==> src/rtl/decode_idex.sv <==
// decode_idex
//
// Decode stage of a LEGv8 pipeline together with the ID/EX pipeline register.
// The stage holds a 32 x N register file with two combinational read ports
// and one write port driven from writeback. It also holds the immediate
// generator for LDUR/STUR (9-bit offset) and CBZ (19-bit offset). The
// operands are registered into the execute stage one cycle after decode.
//
// Optional feature (macro DECODE_WB_BYPASS_EN):
//   When defined, a writeback in the same cycle as a decode read of the same
//   register (other than X31) is forwarded straight to the read port.
//   When undefined, reads return the pre-write contents.
//
// Ports:
//   clk           rising-edge clock for register file and ID/EX register
//   reset         asynchronous active-low reset
//   instr_D       instruction in decode (32 bits)
//   PC_D          PC of instr_D (N bits)
//   valid_D       instr_D is a real instruction
//   stall         hold the ID/EX register
//   flush         load a bubble into the ID/EX register (wins over stall)
//   regWrite_W    writeback write enable
//   wa3_W         writeback destination register
//   writeData3_W  writeback data (N bits)
//   PC_E, signImm_E, readData1_E, readData2_E   registered N-bit operands
//   rd_E          registered instr_D[4:0]
//   valid_E       registered valid bit
module decode_idex #(
    parameter int N = 64
) (
    input  logic         clk,
    input  logic         reset,
    input  logic [31:0]  instr_D,
    input  logic [N-1:0] PC_D,
    input  logic         valid_D,
    input  logic         stall,
    input  logic         flush,
    input  logic         regWrite_W,
    input  logic [4:0]   wa3_W,
    input  logic [N-1:0] writeData3_W,
    output logic [N-1:0] PC_E,
    output logic [N-1:0] signImm_E,
    output logic [N-1:0] readData1_E,
    output logic [N-1:0] readData2_E,
    output logic [4:0]   rd_E,
    output logic         valid_E
);

    logic [N-1:0] regs [32];
    logic [4:0]   ra1;
    logic [4:0]   ra2;
    logic [N-1:0] read_data1;
    logic [N-1:0] read_data2;
    logic [N-1:0] imm;

    // LDUR/STUR/CBZ keep their second source (store data / tested register)
    // in the Rt field; all other formats use Rm.
    assign ra1 = instr_D[9:5];
    assign ra2 = instr_D[28] ? instr_D[4:0] : instr_D[20:16];

    // Register file storage. X31 is never written, so it stays at zero.
    always_ff @(posedge clk or negedge reset) begin
        if (!reset) begin
            for (int i = 0; i < 32; i++) begin
                regs[i] <= '0;
            end
        end else if (regWrite_W && (wa3_W != 5'd31)) begin
            regs[wa3_W] <= writeData3_W;
        end
    end

    // Combinational read ports. X31 reads as zero explicitly; the optional
    // bypass lets a same-cycle writeback be seen by the instruction in decode.
    always_comb begin
        read_data1 = (ra1 == 5'd31) ? '0 : regs[ra1];
        read_data2 = (ra2 == 5'd31) ? '0 : regs[ra2];
`ifdef DECODE_WB_BYPASS_EN
        if (regWrite_W && (wa3_W == ra1) && (ra1 != 5'd31)) begin
            read_data1 = writeData3_W;
        end
        if (regWrite_W && (wa3_W == ra2) && (ra2 != 5'd31)) begin
            read_data2 = writeData3_W;
        end
`endif
    end

    // Immediate generation: D-format offset for LDUR/STUR, CB-format offset
    // for CBZ, zero for everything else.
    always_comb begin
        imm = '0;
        if ((instr_D[31:21] == 11'b11111000010) || (instr_D[31:21] == 11'b11111000000)) begin
            imm = {{(N-9){instr_D[20]}}, instr_D[20:12]};
        end else if (instr_D[31:24] == 8'b10110100) begin
            imm = {{(N-19){instr_D[23]}}, instr_D[23:5]};
        end
    end

    // ID/EX register: flush beats stall beats a normal load.
    always_ff @(posedge clk or negedge reset) begin
        if (!reset) begin
            PC_E        <= '0;
            signImm_E   <= '0;
            readData1_E <= '0;
            readData2_E <= '0;
            rd_E        <= '0;
            valid_E     <= 1'b0;
        end else if (flush) begin
            PC_E        <= '0;
            signImm_E   <= '0;
            readData1_E <= '0;
            readData2_E <= '0;
            rd_E        <= '0;
            valid_E     <= 1'b0;
        end else if (!stall) begin
            PC_E        <= PC_D;
            signImm_E   <= imm;
            readData1_E <= read_data1;
            readData2_E <= read_data2;
            rd_E        <= instr_D[4:0];
            valid_E     <= valid_D;
        end
    end

endmodule

==> config.mk <==
export PLATFORM = sky130hd
export DESIGN_NAME = decode_idex
export DESIGN_NICKNAME = d
export VERILOG_FILES = /design/src/rtl/decode_idex.sv
export SDC_FILE = /design/constraint.sdc
export NUM_CORES = 2
export LEC_CHECK = 0
export CORE_MARGIN = 5
export CORE_UTILIZATION = 40
export DETAILED_ROUTE_END_ITERATION = 16
export PLACE_DENSITY = 0.64
export SLEW_MARGIN = 40
export SYNTH_ARGS = -nofsm -noshare
export SYNTH_HDL_FRONTEND = slang
export SYNTH_SLANG_ARGS = --single-unit
==> constraint.sdc <==
create_clock -name clk -period 4.12 [get_ports clk]
set_clock_uncertainty 0.2 [all_clocks]
set_input_delay 0.824 -clock clk [delete_from_list [all_inputs] [get_ports clk]]
set_output_delay 0.824 -clock clk [all_outputs]
set_load 0.1 [all_outputs]
==> impl_metrics.toml <==
[synth]
yosysMostFrequentCell = "dfrtp_1"
synth_top_cell_area_share = 0.4867
ys_ff_latch = 2265
syn_nets = 8800
synth_seq_area_share = 0.4867
synth-edff-count = 0
synth_ff_type = "dfrtp_1"
async_reset_ff_frac = 1.000
netlist_top_cells_area = "dfrtp_1 (49%), mux2_2 (19%), mux4_2 (15%)"
synth_area_mm2 = 0.1165
synth.top_cells.by_count = "dfrtp_1 (2265), mux2_2 (2003), nand2_1 (953), mux4_2 (801), clkbuf_1 (699)"
yosysUniqueCellTypes = 56
synth_cells = 8629
postSynthAreaPerCell_um2 = 13.50
ys_warn_count = 0
yosys.area.top_type = "dfrtp_1"

[pwr]
power_per_cell_area_mw_per_mm2 = 491.8
irDropWorstVdd_uv = 372.5
power_leakage_uw = 0.05912

[cells_and_area]
syn_to_final_growth_pct = 15.59
drive_gt1_frac = 0.4503
nNetsFinal = 8951
utilization = 0.4637

[floorplanning]
dieArea_mm2 = 0.3021
die_h_um = 549.6
placementRows = 198
start_util = 0.4011
core_area_mm2 = 0.2903
fp.dieW_um = 549.6
ioPinCount = 433

[timing]
fmax_mhz = 320.7
period_needed_ps = 3118
setup_violations = 0
fin_setup_tns_ps = 0
worst_slew_pin_slew_ps = 864.7
slew_headroom = 0.4192
hold_viol = 0
rsz0062_at_grt = "false"
finalMaxSlewViolations = 0
period_share = 0.7568

[cts]
cts-buffers-inserted = 245
cts_setup_buffers = 0
root_buffer = "clkbuf_16"
cts_tree = "done"
clockBufferDepth = 4
holdBufCountCts = 1
cts_resized = 0
clk_latency_ps = 940
clkSinkCount = 2265
htree_levels = 4
cts.clk_slew.worst_paths_ps = 60

[setup_path]
r2r_setup_slack_ps = 1760
r2r-end = "readData1_E[22]"
r2r_cells = 5
cp-end-kind = "flip-flop"
crit_arrival_ps = 3760
critPathCapture = "readData2_E[51]"
path_class = "primary input to flip-flop"
cp-startpoint = "instr_D[2]"
crit_fanout = 28
r2r_start = "regs[1558]"
cp.required_ps = 4760
worstSetupStartpointType = "primary input"

[placed_design]
dpl.hpwl_mm = 249.0
port_buffers = 432
routabilityCongestion = 0.8483

[run]
maxCapViolations = 0

[grt]
grt_pass1_wl_mm = 591.6
track_usage = 0.2628
grt_antenna_before_repair = 48
grt-ovfl-total = 0
grt_max_degree = 122
grt_pass1_vias = 83580

[detailed_routing]
avgRoutedWirePerCell_um = 31.42
wl_mm = 405.4
vias = 82030
routed_via_density = 6.357
drtIter0Drc = 9411
ant_nets = 0
drtPass1Iterations = 6
drc = 0

[worst_hold_path]
worst_hold_path_type = "flip-flop to flip-flop"

[outcome]
status = "complete, no violations"
-- sequential cells by signal (all words and copies together) (netlist names) --
| signal | count |
|---|---|
| PC_E | 64 |
| rd_E | 5 |
| readData1_E | 64 |
| readData2_E | 64 |
| regs | 2048 |
| signImm_E | 19 |
| valid_E | 1 |
-- area by class of cell --
class	count	area, µm²
clock buffers	357	7154
multi-input cells	5384	55920
well taps	3900	4880
clock inverters	102	1399
repair buffers	879	8541
diodes	12	30.03
fillers	25380	155700
flip-flops and latches	2265	56680
inverters	5	18.77
-- through the flow --
stage / setup slack, ps / area (µm²) / hold WS [ps] / instances / total power, µW
after detailed placement: 184.1 / 126000 / 168.0 / 12430 / 42890
after global placement: 154.9 / 127400 / 161.4 / 12430 / 42300
after floorplan: 1026 / 116500 / 224.0 / 8629 / 38450
after global routing: 938.1 / 134600 / 189.3 / 12890 / 68740
after CTS: 990.4 / 134600 / 124.8 / 12890 / 66370
final: 1002 / 134600 / 186.9 / 12900 / 66200
-- power breakdown --
part           internal, µW  leakage, µW  switching, µW
sequential            26200       0.0292           3110
clock                 13800      0.00422           9700
combinational          7140       0.0257           6250
total                 47100       0.0591          19100
-- how the worst min path moves through the flow --
stage,startpoint,endpoint,cells after the start
2_1_floorplan,regs[62],regs[62],1
3_3_place_gp,regs[62],regs[62],0
3_5_place_dp,regs[62],regs[62],0
4_1_cts,instr_D[9],readData1_E[60],3
5_1_grt,regs[62],regs[62],0
6_report,regs[62],regs[62],0
-- layout by cell type (no fill, tap or decap), drive strengths merged, types with 3 or more instances in the layout --
cell	instances
a2111oi	3
a211o	63
a211oi	108
a21boi	4
a21oi	105
a221oi	3
a22oi	9
a32o	7
a32oi	3
and2	3
buf	780
bufinv	28
clkbuf	358
clkdlybuf4s50	97
clkinv	63
clkinvlp	5
dfrtp	2265
diode	12
inv	11
mux2	2004
mux2i	353
mux4	801
nand2	953
nand2b	6
nand3	380
nand4	66
nand4b	3
nor2	111
nor2b	10
nor3	12
o2111ai	62
o21ai	100
o221ai	83
o22ai	108
o31ai	3
-- kinds of logic (layout without fill, tap and decap cells) --
family	Yosys count	in the layout	share of synthesized area
muxes	3158	3158	0.3790
DFF	2265	2265	0.4867
and+or+nand+nor	1554	1554	0.05675
buffers and inverters	980	1343	0.03713
AOI/OAI and AO/OA	672	672	0.04045
other	0	12	0
-- routing by layer --
layer | up-vias | routed length, µm | GRT usage
li1 | 32550 | - | -
met2 | 4663 | 181200 | 0.3972
met1 | 43870 | 167000 | 0.3736
met5 | - | 116 | 0
met4 | 20 | 14960 | 0.08603
met3 | 923 | 42060 | 0.06363
-- worst max-delay path, cell delays in order --
cell and delay (ps):
clkdlybuf4s50_1 730, inv_1 250, a32oi_4 390, buf_12 210, buf_4 510, o2111ai_1 230
a21oi_1 410, a211o_1 160
Power figures use the tool's default switching activity.
